$ cat config.mk
export PLATFORM = sky130hd
export DESIGN_NAME = fetch_sequencer_flat
export DESIGN_NICKNAME = d
export VERILOG_FILES = /design/src/rtl/fetch_sequencer_if.sv /design/src/rtl/fetch_sequencer.sv /design/src/flat_wrapper.sv
export SDC_FILE = /design/constraint.sdc
export NUM_CORES = 1
export LEC_CHECK = 0
export BUFFER_PORTS_ARGS = -buffer_cell sky130_fd_sc_hd__buf_2
export CAP_MARGIN = 25
export CORE_MARGIN = 2
export CORE_UTILIZATION = 44
export CTS_CLUSTER_DIAMETER = 60
export CTS_CLUSTER_SIZE = 24
export DETAILED_ROUTE_END_ITERATION = 6
export PLACE_DENSITY_LB_ADDON = 0.08
export SLEW_MARGIN = 30
export SYNTH_ARGS = -nofsm -noshare
export SYNTH_HDL_FRONTEND = slang
export SYNTH_SLANG_ARGS = --single-unit
$ cat constraint.sdc
create_clock -name clk -period 2.35 [get_ports clk]
set_input_delay 0.1175 -clock clk [delete_from_list [all_inputs] [get_ports clk]]
set_output_delay 0.1175 -clock clk [all_outputs]
set_load 0.005 [all_outputs]
$ cat src/rtl/fetch_sequencer_if.sv
// Instruction-memory read port and decode-stage handshake of the fetch sequencer.
// master = sequencer side; slave = memory/decoder side.
interface fetch_sequencer_if #(
   parameter int PC_W = 5
);
   logic            imem_rd_en;
   logic [PC_W-1:0] imem_addr;
   logic [31:0]     imem_data;
   logic            dec_valid;
   logic            dec_ready;
   logic [31:0]     dec_instr;
   logic [PC_W-1:0] dec_pc;
   logic            branch_valid;
   logic [PC_W-1:0] branch_target;

   modport master (
      output imem_rd_en,
      output imem_addr,
      input  imem_data,
      output dec_valid,
      input  dec_ready,
      output dec_instr,
      output dec_pc,
      input  branch_valid,
      input  branch_target
   );

   modport slave (
      input  imem_rd_en,
      input  imem_addr,
      output imem_data,
      input  dec_valid,
      output dec_ready,
      input  dec_instr,
      input  dec_pc,
      output branch_valid,
      output branch_target
   );
endinterface

$ cat src/rtl/fetch_sequencer.sv
// Instruction-fetch sequencer: walks the PC over instruction memory with one read
// outstanding at a time and hands each fetched word to decode over valid/ready.
module fetch_sequencer #(
   parameter int PC_W     = 5,
   parameter int PROG_LEN = 32
) (
   input  logic              clk,
   input  logic              reset,
   input  logic              start,
   input  logic              halt_req,
   output logic              busy,
   output logic              done,
   output logic [7:0]        fetch_count,
   fetch_sequencer_if.master bus
);
   localparam logic [PC_W-1:0] LAST_PC = PC_W'(PROG_LEN - 1);
   localparam logic [PC_W-1:0] PC_ONE  = PC_W'(1);

   typedef enum logic [2:0] {
      S_IDLE  = 3'd0,
      S_FETCH = 3'd1,
      S_WAIT  = 3'd2,
      S_ISSUE = 3'd3,
      S_DONE  = 3'd4
   } state_t;

   state_t          state_r;
   logic [PC_W-1:0] pc_r;
   logic            imem_rd_en_r;
   logic [PC_W-1:0] imem_addr_r;
   logic            dec_valid_r;
   logic [31:0]     dec_instr_r;
   logic [PC_W-1:0] dec_pc_r;
   logic            busy_r;
   logic            done_r;
   logic [7:0]      fetch_count_r;

   logic            xfer_s;
   logic            stop_s;
   logic [PC_W-1:0] next_pc_s;
   logic [7:0]      count_inc_s;

   assign bus.imem_rd_en = imem_rd_en_r;
   assign bus.imem_addr  = imem_addr_r;
   assign bus.dec_valid  = dec_valid_r;
   assign bus.dec_instr  = dec_instr_r;
   assign bus.dec_pc     = dec_pc_r;
   assign busy           = busy_r;
   assign done           = done_r;
   assign fetch_count    = fetch_count_r;

   // Transfer detection and the follow-on decision for the instruction being accepted.
   always_comb begin
      xfer_s      = 1'b0;
      stop_s      = 1'b0;
      next_pc_s   = dec_pc_r + PC_ONE;
      count_inc_s = fetch_count_r;
      if (state_r == S_ISSUE) begin
         xfer_s = bus.dec_ready;
      end else begin
         xfer_s = 1'b0;
      end
      // Halt overrides a branch; a branch overrides end-of-program.
      if (halt_req) begin
         stop_s = 1'b1;
      end else if (bus.branch_valid) begin
         stop_s    = 1'b0;
         next_pc_s = bus.branch_target;
      end else begin
         stop_s = (dec_pc_r == LAST_PC);
      end
      if (fetch_count_r != 8'd255) begin
         count_inc_s = fetch_count_r + 8'd1;
      end else begin
         count_inc_s = fetch_count_r;
      end
   end

   // Sequencer FSM with all outputs registered alongside the state.
   always_ff @(posedge clk or posedge reset) begin
      if (reset) begin
         state_r       <= S_IDLE;
         pc_r          <= '0;
         imem_rd_en_r  <= 1'b0;
         imem_addr_r   <= '0;
         dec_valid_r   <= 1'b0;
         dec_instr_r   <= 32'd0;
         dec_pc_r      <= '0;
         busy_r        <= 1'b0;
         done_r        <= 1'b0;
         fetch_count_r <= 8'd0;
      end else begin
         case (state_r)
            S_IDLE, S_DONE: begin
               if (start) begin
                  state_r       <= S_FETCH;
                  pc_r          <= '0;
                  imem_rd_en_r  <= 1'b1;
                  imem_addr_r   <= '0;
                  fetch_count_r <= 8'd0;
                  done_r        <= 1'b0;
                  busy_r        <= 1'b1;
               end
            end
            S_FETCH: begin
               imem_rd_en_r <= 1'b0;
               if (halt_req) begin
                  state_r <= S_DONE;
                  done_r  <= 1'b1;
                  busy_r  <= 1'b0;
               end else begin
                  state_r <= S_WAIT;
               end
            end
            S_WAIT: begin
               // Halting here drops the read data that is arriving this cycle.
               if (halt_req) begin
                  state_r <= S_DONE;
                  done_r  <= 1'b1;
                  busy_r  <= 1'b0;
               end else begin
                  dec_instr_r <= bus.imem_data;
                  dec_pc_r    <= pc_r;
                  dec_valid_r <= 1'b1;
                  state_r     <= S_ISSUE;
               end
            end
            S_ISSUE: begin
               if (xfer_s) begin
                  dec_valid_r   <= 1'b0;
                  fetch_count_r <= count_inc_s;
                  if (stop_s) begin
                     state_r <= S_DONE;
                     done_r  <= 1'b1;
                     busy_r  <= 1'b0;
                  end else begin
                     state_r      <= S_FETCH;
                     pc_r         <= next_pc_s;
                     imem_addr_r  <= next_pc_s;
                     imem_rd_en_r <= 1'b1;
                  end
               end
            end
            default: begin
               state_r      <= S_IDLE;
               imem_rd_en_r <= 1'b0;
               dec_valid_r  <= 1'b0;
               busy_r       <= 1'b0;
            end
         endcase
      end
   end
endmodule

$ cat src/flat_wrapper.sv
// flat-port wrapper written by rule: the top's interface ports become plain ports
module fetch_sequencer_flat 
#(
   parameter int PC_W     = 5,
   parameter int PROG_LEN = 32
)
  (clk, reset, start, halt_req, busy, done, fetch_count, bus_imem_rd_en, bus_imem_addr, bus_imem_data, bus_dec_valid, bus_dec_ready, bus_dec_instr, bus_dec_pc, bus_branch_valid, bus_branch_target);
  fetch_sequencer_if #(.PC_W(PC_W)) bus_i ();
  input  logic clk;
  input  logic reset;
  input  logic start;
  input  logic halt_req;
  output logic busy;
  output logic done;
  output logic [7:0] fetch_count;
  output wire logic [$bits(bus_i.imem_rd_en)-1:0] bus_imem_rd_en;
  output wire logic [$bits(bus_i.imem_addr)-1:0] bus_imem_addr;
  input wire logic [$bits(bus_i.imem_data)-1:0] bus_imem_data;
  output wire logic [$bits(bus_i.dec_valid)-1:0] bus_dec_valid;
  input wire logic [$bits(bus_i.dec_ready)-1:0] bus_dec_ready;
  output wire logic [$bits(bus_i.dec_instr)-1:0] bus_dec_instr;
  output wire logic [$bits(bus_i.dec_pc)-1:0] bus_dec_pc;
  input wire logic [$bits(bus_i.branch_valid)-1:0] bus_branch_valid;
  input wire logic [$bits(bus_i.branch_target)-1:0] bus_branch_target;
  assign bus_imem_rd_en = bus_i.imem_rd_en;
  assign bus_imem_addr = bus_i.imem_addr;
  assign bus_i.imem_data = bus_imem_data;
  assign bus_dec_valid = bus_i.dec_valid;
  assign bus_i.dec_ready = bus_dec_ready;
  assign bus_dec_instr = bus_i.dec_instr;
  assign bus_dec_pc = bus_i.dec_pc;
  assign bus_i.branch_valid = bus_branch_valid;
  assign bus_i.branch_target = bus_branch_target;
  fetch_sequencer #(.PC_W(PC_W), .PROG_LEN(PROG_LEN)) u_core (.clk(clk), .reset(reset), .start(start), .halt_req(halt_req), .busy(busy), .done(done), .fetch_count(fetch_count), .bus(bus_i));
endmodule
## Word level (Yosys, flattened, before mapping)

Index checks and enable logic that the tools add are counted.

| cells by class | value |
|---|---|
| $add $sub $neg | 2 |
| equal/unequal tests | 13 |
| mux-type cells | 35 |
| bitwise gates (word level) | 3 |
| reductions and logical operators | 14 |

Operators by type and width:

| cell | number |
|---|---|
| $mux 5 | 5 |
| $mux 8 | 3 |
| $pmux 8 s2 | 1 |
| $reduce_and 4->1 | 4 |
| $mux 1 | 15 |
| $mux 3 | 5 |
| $pmux 1 s3 | 4 |
| $pmux 3 s4 | 1 |
| $pmux 5 s2 | 1 |
| $add 8x1->8 const B | 1 |
| $ne 2x2->1 const B | 4 |
| $ne 8x8->1 const B | 1 |
| $eq 3x2->1 const B | 2 |
| $ne 2x1->1 const B | 3 |
| $add 5x1->5 const B | 1 |
| $eq 5x5->1 const B | 1 |
| $reduce_and 5->1 | 1 |
| $reduce_and 2->1 | 2 |
| $reduce_or 2->1 | 2 |
| $eq 3x1->1 const B | 1 |
| $eq 3x3->1 const B | 1 |
| $logic_not 3->1 | 1 |
| $not 1->1 | 3 |
| $reduce_and 3->1 | 1 |
| 3 further kinds | 3 |

| word-level totals | value |
|---|---|
| bits in registers | 57 |
| input port bits | 43 |
| output and inout bits | 54 |
| logic and storage cells | 76 |

## Longest topological paths before layout

Gate-level depths: netlist of the first run.

| depth | value |
|---|---|
| depth after elaboration | 6 |
| gate-level depth with buffers | 8 |
| mapped depth without buffers | 7 |

## Least setup slack after synthesis of the first run

Ideal clock, no wire load.

| timing path | value |
|---|---|
| kind | reg2reg |
| start | register u_core.dec_pc_r[0] (netlist: u_core.bus.dec_pc[0]) |
| end | register u_core.state_r[2] |
| library setup time | 120 ps |
| arrival | 1,649 ps |
| required time | 2,230 ps |
| setup slack | 581 ps |
| cell stages (with the launch flop) | 8 |
| clock period less this slack | 1,769 ps |
| cell sequence | dfrtp_1 -> ha_1 -> and3_1 -> ha_1 -> and3b_1 -> o211ai_1 -> a21oi_1 -> a31o_2 |

| on the way | value |
|---|---|
| word-level cells in the longest chain between the ends | 6 |

Ends and longest elaborated chain:

| item | line | source |
|---|---|---|
| from (decl) | fetch_sequencer.sv:33 | `logic [PC_W-1:0] dec_pc_r;` |
| from (signal assigned) | fetch_sequencer.sv:123 | `dec_pc_r <= pc_r;` |
| $eq 5x5->1 | fetch_sequencer.sv:70 | `stop_s = (dec_pc_r == LAST_PC);` |
| $mux 1 | fetch_sequencer.sv:66 | `end else if (bus.branch_valid) begin` |
| $mux 1 | fetch_sequencer.sv:64 | `if (halt_req) begin` |
| $mux 3 | fetch_sequencer.sv:132 | `if (stop_s) begin` |
| $mux 3 | fetch_sequencer.sv:129 | `if (xfer_s) begin` |
| $pmux 3 s4 | fetch_sequencer.sv:93 | `case (state_r)` |
| to (signal assigned) | fetch_sequencer.sv:96 | `state_r <= S_FETCH;` |
| to (signal assigned) | fetch_sequencer.sv:133 | `state_r <= S_DONE;` |
| to (signal assigned) | fetch_sequencer.sv:137 | `state_r <= S_FETCH;` |
| to (decl) | fetch_sequencer.sv:27 | `state_t state_r;` |

Every way passes these cells. The select of a mux whose other input is x is not followed.
A chain may end at the register's enable or synchronous reset.

## Worst setup path after layout of the first run

| timing path | value |
|---|---|
| start | register u_core.state_r[0] |
| end | register u_core.fetch_count_r[3] (netlist: u_core.fetch_count[3]) |

| on the way | value |
|---|---|
| word-level cells in the longest chain between the ends | 4 |
| elaborated cells on any way between the ends | 11 |

Ends and longest elaborated chain:

| item | line | source |
|---|---|---|
| from (signal assigned) | fetch_sequencer.sv:82 | `state_r <= S_IDLE;` |
| from (signal assigned) | fetch_sequencer.sv:96 |  |
| from (signal assigned) | fetch_sequencer.sv:108 | `state_r <= S_DONE;` |
| $eq 3x2->1 (tied with other cells) | fetch_sequencer.sv:58, fetch_sequencer.sv:93 |  |
| $mux 1 / $reduce_or 2->1 (equally long branches) | fetch_sequencer.sv:58, fetch_sequencer.sv:93 |  |
| $ne 2x1->1 (no line) (tied with other cells) | n/a |  |
| $reduce_and 4->1 (no line) | n/a |  |
| to (signal assigned) | fetch_sequencer.sv:131 | `fetch_count_r <= count_inc_s;` |
| to (decl) | fetch_sequencer.sv:36 | `logic [7:0] fetch_count_r;` |

Several ways; a longest one is shown, not always the timed one.

==> qor.txt, run 1 <==
Remaining DRCs: 0
Final setup viols: 0
share of cells above drive strength 1: 0.495
final wirelength: 5.91 mm
Reg2Reg Depth: 4
Distinct cells, synth: 43
WHS Path Cells: 2
Critical R2R Launch: u_core.state_r[0]
Boundary Pins: 97
final worst-path cycle share: 0.810
DR vias/cell: 5.13
CP Data Required Time: 2.60 ns
hold_ws: 0.0156 ns
largest net degree at the start of global routing: 30
Hold/Removal Path Class: in2reg
Worst Path Max Fanout: 16
clk_skew: 0.00582 ns
num rows: 27
Hold-fix buffers, CTS: 9
n_diodes: 0
Slew headroom: 0.583
Max Cap Viol: 0
P_leak: 1.72 nW
Mean Syn Cell Area: 12.1 µm²
post-synth top area share: 0.555
sequential area share after synthesis: 0.555
mapped cell area: 0.00257 mm²
Mapped Nets: 259
Critical Path Max Stage Delay: 0.68 ns
min-delay src: bus_imem_data[17]
DP HPWL: 4.04 mm
DRT Pass-1 Iters: 4
Slew @ Worst Pin: 0.624 ns
initial antenna violation count: 0
max-slew violation count: 0
CTS tree: done
largest area contributor in the netlist: dfrtp_1
Critical Path Start Type: flop
critical path class: reg2reg
Peak VDD IR: 0.640 mV
Synth warnings: 0
Gate Count Post-Synth: 213
CTS Sinks: 57
clk_lat worst skew: 0.33 ns
DRT iter0 DRCs: 130
Hold Violations, Final: 0
EDFF count, synth: 0
post-CTS sizing: 0
synthesis-to-finish area growth: 35.2%
Avg WL per Cell: 14.7 µm
Die Wd: 80.4 µm
vias: 2069
synth top area cells: dfrtp_1, mux2_2, o21ai_0, nand2_1, a21oi_1
die area: 0.00646 mm²
Final Wtd Congestion: 0.782
run status: complete, no violations
Async SR Flop Fraction: 1.00
total CTS buffers: 9
Filler cells: 467
RSZ-0062 raised after global routing: false
setup tns final: 0 ns
register-to-register setup slack: 0.45 ns
CTS max path bufs: 2
Root Buffer Master: clkbuf_8
post-CTS setup repair buffer count: 0
Routed Antenna Nets: 0
Clk pin slew, worst setup/hold paths: 0.07 ns
core area: 0.00557 mm²
CP max-delay cell: dfrtp_1
FF+latch count, synth: 57
input/output buffers: 96
first-pass GRT wire length: 9.43 mm
remaining global-route overflow: 0
RR Endpoint: u_core.fetch_count[3]
vias in the first global route: 2023
cell area power density: 1080 mW/mm²
Overall Global Routing Usage: 0.194
fmax: 0.525 GHz
crit end category: flop
fin nets: 372
Initial Util: 0.461
ys flop type: dfrtp_1
H-tree levels: 3
CP arrival: 2.15 ns
crit-path cells: and3b_1 > a21oi_2 > or4_1 > a21oi_1
DIE HEIGHT: 80.4 µm
Hold EP: u_core.bus.dec_instr[17]
Tmin final: 1.90 ns
-- logic make-up after synthesis --
kind of cell               count (synthesis)  synth area share
AOI/OAI and AO/OA                         36            0.0862
xor gates and xnor gates                   2           0.00682
adders and majority gates                  3            0.0146
buffers and inverters                     15            0.0287
DFF                                       57             0.555
muxes                                     42             0.183
and+or+nand+nor                           58             0.126
-- per-layer routing --
layer | global-route usage | share of wire | routed length [µm]
met5 | 0 | 0 | 0
met1 | 0.232 | 0.41 | 2410
met3 | 0.0865 | 0.072 | 423
met4 | 0.0542 | 0.015 | 88
met2 | 0.317 | 0.51 | 2990
-- cell type report --
type                            instances  area (µm²)  area share
Sequential cell                        57        1430       0.411
Multi-Input combinational cell        141        1070       0.309
Timing Repair Buffer                  114         661       0.190
Clock buffer                           10         128      0.0368
Tap cell                               72        90.1      0.0259
Clock inverter                          6        82.6      0.0238
Inverter                                3        11.3     0.00324
-- cell usage after synthesis, drive strengths merged, types with 2 or more instances --
library cell and instances:
nand3 5, dfrtp 57, mux2i 3, clkbuf 2, mux2 39, buf 10, a31oi 2, ha 3
a21o 2, o21ai 13, and3 2, nand2b 4, nand2 15, a31o 2, nand3b 2, nor3 6
nand4b 2, inv 3, nor2 11, o31ai 2, and3b 2, nand4 2, a21oi 10
-- layout by cell type, fill, tap and decap left out, types with 2 or more instances in the layout --
master | Yosys | final
a21o_1 | 2 | 2
a21oi_1 | 9 | 9
a31o_2 | 2 | 2
a31oi_1 | 2 | 2
and3_1 | 2 | 2
and3b_1 | 2 | 2
buf_2 | 7 | 96
buf_4 | 2 | 4
bufinv_16 | 0 | 2
clkbuf_8 | 0 | 9
clkinv_2 | 0 | 3
dfrtp_1 | 57 | 57
dlygate4sd3_1 | 0 | 13
ha_1 | 3 | 3
inv_1 | 3 | 2
mux2_2 | 39 | 39
mux2i_1 | 3 | 3
nand2_1 | 14 | 14
nand2b_1 | 4 | 4
nand3_1 | 5 | 5
nand3b_1 | 2 | 2
nand4_1 | 2 | 2
nand4b_1 | 2 | 2
nor2_1 | 11 | 11
nor3_1 | 5 | 4
nor3_2 | 1 | 2
o21ai_0 | 13 | 13
o31ai_1 | 2 | 2
-- where the power goes --
part           switching [mW]  internal [mW]
logic                   0.487          0.665
clock network           0.387          0.591
registers               0.267           1.35
total                    1.14           2.60
-- state kept, by name (all words and copies together), names as in the netlist --
| name | count |
|---|---|
| u_core.pc_r | 5 |
| u_core.bus.dec_instr | 32 |
| u_core.done | 1 |
| u_core.bus.dec_valid | 1 |
| u_core.busy | 1 |
| u_core.fetch_count | 8 |
| u_core.bus.dec_pc | 5 |
| u_core.state_r | 3 |
| u_core.bus.imem_rd_en | 1 |
-- stage by stage --
stage	cell area [µm²]	worst slack [ns]	cells	util	total power [mW]
after floorplan	2570	0.581	213	-	2.26
after global placement	3130	0.506	374	0.562	2.74
after detailed placement	3130	0.482	374	0.562	2.77
final	3470	0.446	403	0.623	3.74
after CTS	3430	0.467	399	0.616	3.78
after global routing	3470	0.336	403	0.623	4.00
-- critical path: cells and delay by family, from the launching register on --
kind	cells	cell delay (ns)
compound gates	2	0.31
simple gates	2	0.84
flops	1	0.68
-- worst max path at each step --
stage | startpoint | cells after the start | endpoint | slack, ns
finish | u_core.state_r[0] | 4 | u_core.fetch_count[3] | 0.45
global route | u_core.state_r[0] | 4 | u_core.fetch_count[3] | 0.34
CTS | u_core.bus.dec_pc[0] | 7 | u_core.state_r[2] | 0.47
detailed placement | u_core.bus.dec_pc[0] | 7 | u_core.state_r[2] | 0.48
global placement | u_core.bus.dec_pc[0] | 7 | u_core.state_r[2] | 0.51
floorplan | u_core.bus.dec_pc[0] | 7 | u_core.state_r[2] | 0.58
Power figures use the tool's default switching activity.
==> run 2: changes to the inputs <==
Settings changed: ABC_AREA from default to 1.
Clock period 2.35 ns to 1.75 ns, I/O delays scaled along.
==> run 2 against run 1 <==
  * Register-to-register slack got worse by 0.30 ns
  * Non-clock buffer count rose by 31
  * Combinational power rose by 65%
  * Clock skew grew 0.0025 ns
  * Core utilization rose by 5.7 points
  * Routed wire length is 15% higher
  * Critical path depth up 9
  * Critical path type unchanged
  * Global-route usage is 3.8 points higher
==> qor.txt, run 2 <==
critical path class: reg2reg
Psw: 1.87 mW (+64%)
setup tns final: 0 ns (unchanged)
Routed Antenna Nets: 0 (unchanged)
RR Endpoint: u_core.pc_r[3]
sequential share of power: 0.403 (-0.028)
top layer reached by signal wires: met4
Avg WL per Cell: 12.5 µm (-15%)
H-tree levels: 3 (unchanged)
CTS Sinks: 57 (unchanged)
most numerous cell in the Yosys netlist: nand2_1
register-to-register setup slack: 0.15 ns (-0.30 ns)
Critical R2R Launch: u_core.bus.dec_pc[1]
Met1 Wirelength: 3.04 mm (+27%)
RSZ-0062 raised after global routing: true
Worst Path Max Fanout: 4 (-12)
Comb power frac: 0.357 (+0.049)
CP Data Required Time: 2.01 ns (-0.59 ns)
CTS tree: done
most instantiated cells after synthesis: nand2_1, dfrtp_1, inv_1
critical path buffer and inverter count: 2 (+2)
final wirelength: 6.77 mm (+15%)
largest net degree at the start of global routing: 58 (+93%)
Synth warnings: 0 (unchanged)
Peak VDD IR: 0.859 mV (+34%)
sequential area share after synthesis: 0.559 (+0.00409)
Root Buffer Master: clkbuf_8
vias in the first global route: 2542 (+26%)
mapped cell area: 0.00255 mm² (-0.73%)
DIE HEIGHT: 80.1 µm (-0.35%)
CP max-delay cell: dfrtp_1
CTS max path bufs: 2 (unchanged)
Async SR Flop Fraction: 1.00 (unchanged)
clk_lat worst skew: 0.33 ns (about the same)
most common cell after layout, fill and taps aside: nand2_1
CP arrival: 1.86 ns (-0.29 ns)
Remaining DRCs: 0 (unchanged)
total CTS buffers: 9 (unchanged)
crit end category: flop
Clk pin slew, worst setup/hold paths: 0.07 ns (about the same)
DR vias/cell: 4.64 (-9.7%)
Critical Path Most Common Cell: nand2_1
Final Wtd Congestion: 0.919 (+17%)
Initial Util: 0.460 (-0.000578)
Slew headroom: 0.799 (+0.216)
Final setup viols: 0 (unchanged)
vias: 2509 (+21%)
remaining global-route overflow: 0 (unchanged)
Final Cell Area: 0.00376 mm² (+8.4%)
Slew @ Worst Pin: 0.302 ns (-0.322 ns)
Overall Global Routing Usage: 0.231 (+0.0375)
Gate Count Post-Synth: 317 (+49%)
post-synth top area share: 0.559 (+0.00409)
synthesis-to-finish area growth: 47.6%
P_leak: 2.14 nW (+24%)
largest area contributor in the netlist: dfrtp_1
Mean Syn Cell Area: 8.04 µm² (-33%)
Largest register FFs: 32 (unchanged)
first-pass GRT wire length: 11.3 mm (+19%)
max-slew violation count: 0 (unchanged)
share of cells above drive strength 1: 0.296 (-0.199)
crit-path cells: ha_1 > nand2_1 > nor2_1 > ha_1 > inv_1 > nand2_1 > nand2_2 > inv_1 > nor2_4 > nand2_2 > nor2_1 > nand2_1 > nand2_1
routed wl met3: 364 µm (-14%)
n_diodes: 0 (unchanged)
Finished Layout Cells: 541 (+34%)
EDFF count, synth: 0 (unchanged)
Die Wd: 80.1 µm (-0.35%)
core area: 0.00554 mm² (-0.61%)
DP HPWL: 4.39 mm (+8.7%)
Boundary Pins: 97 (unchanged)
Filler cells: 458 (-1.9%)
switch share: 0.350 (+0.0454)
num rows: 27 (unchanged)
DRT Pass-1 Iters: 4 (unchanged)
run status: complete, no violations
fmax: 0.623 GHz (+19%)
Placed Cells: 490 (+31%)
P_int: 3.47 mW (+33%)
ys flop type: dfrtp_1
initial antenna violation count: 0 (unchanged)
Reg2Reg Depth: 13 (+9)
fin nets: 510 (+37%)
DRT iter0 DRCs: 96 (-26%)
Max Cap Viol: 0 (unchanged)
Clk pwr share: 0.239 (-0.022)
FF+latch count, synth: 57 (unchanged)
Critical Path Start Type: flop
WL met2: 3.26 mm (+9.0%)
clk_skew: 0.00832 ns (+0.00250 ns)
input/output buffers: 96 (unchanged)
CP delay by family, top: simple AND/OR/NAND/NOR gates
die area: 0.00642 mm² (-0.70%)
Distinct cells, synth: 20 (-53%)
WHS Path Cells: 3 (+1)
final worst-path cycle share: 0.917 (+0.107)
Hold EP: u_core.busy
cell area power density: 1420 mW/mm² (+31%)
Critical Path Max Stage Delay: 0.41 ns (-0.27 ns)
Hold/Removal Path Class: in2reg
Tmin final: 1.60 ns (-0.299 ns)
most frequent cells in the layout: nand2_1, buf_2, dfrtp_1
Hold Violations, Final: 0 (unchanged)
synth top area cells: dfrtp_1, nand2_1, o21ai_0, inv_1, nand3_1
Mapped Nets: 363 (+40%)
min-delay src: start
placed cell area: 0.00320 mm² (+2.1%)
## run 2: cell count changes in the layout (fill, tap and decap cells not counted), sizes merged, moves of 4 or more
| cell | delta |
|---|---|
| nand2 | +141 |
| mux2 | -39 |
| inv | +23 |
| dlygate4sd3 | +20 |
| buf | +11 |
| o21ai | +10 |
| a21oi | -7 |
| nand3 | +7 |
| nor2 | +5 |
| clkbuf | +4 |
| nand2b | -4 |
| nor3 | -4 |
## run 2: through the flow
step	util	hold WS [ns]	power, mW	setup slack [ns]
after floorplan	-	0.204	3.09	0.107
after global placement	0.577	0.171	3.93	0.127
after detailed placement	0.577	0.172	3.97	0.0457
after CTS	0.674	0.0249	5.32	0.0147
after global routing	0.680	0.0629	5.78	-0.000210
final	0.680	0.0469	5.33	0.146
## run 2: how the worst max path moves through the flow
stage,start,end,cells past startpoint
after floorplan,u_core.bus.dec_pc[0],u_core.pc_r[3],12
after CTS,u_core.bus.dec_pc[1],u_core.pc_r[3],13
after global placement,u_core.bus.dec_pc[1],u_core.pc_r[3],13
after detailed placement,u_core.bus.dec_pc[1],u_core.pc_r[3],13
final,u_core.bus.dec_pc[1],u_core.pc_r[3],13
after global routing,u_core.bus.dec_pc[1],u_core.pc_r[3],13
## run 2: logic make-up (layout without fill, tap and decap cells)
family / after synthesis / in the layout / synth area share
AND/OR/NAND/NOR: 189 / 189 / 0.298
XOR/XNOR: 4 / 4 / 0.0137
buffers and inverters: 35 / 187 / 0.0545
flip-flops: 57 / 57 / 0.559
AO/OA/AOI/OAI: 29 / 29 / 0.0599
adder cells (fa/ha/maj): 3 / 3 / 0.0147
## run 2: final cells by class
type / instances / area (µm²) / share of cell area
clock inverters: 2 / 35.0 / 0.00931
inverters: 26 / 97.6 / 0.0259
flip-flops and latches: 57 / 1430 / 0.379
well taps: 72 / 90.1 / 0.0239
repair buffers: 145 / 943 / 0.251
multi-input cells: 225 / 1000 / 0.266
clock buffers: 14 / 173 / 0.0459
## run 2: power by group through the flow
stage	combinational [mW]	sequential, mW	clock [mW]
2_1_floorplan	0.914	2.17	0
3_3_place_gp	1.78	2.15	0
3_5_place_dp	1.82	2.14	0
4_1_cts	1.88	2.14	1.30
5_1_grt	2.19	2.21	1.37
6_report	1.90	2.15	1.28
## run 2: tightest hold or removal path: stages
cell     delay [ns]
buf_2          0.10
nand2_1        0.08
nand2_1        0.07
## run 2: routing by layer
layer,vias to the layer above,track usage
li1,1275,-
met1,1155,0.280
met2,70,0.389
met3,9,0.0674
met4,0,0.0881
met5,-,0
## run 2: repair_timing
item,4_1_cts,5_1_grt
hold buffers,33,0
buffers inserted,0,2
endpoints found under the setup margin,0,9
resized for setup,0,5
endpoints found under the hold margin,89,0
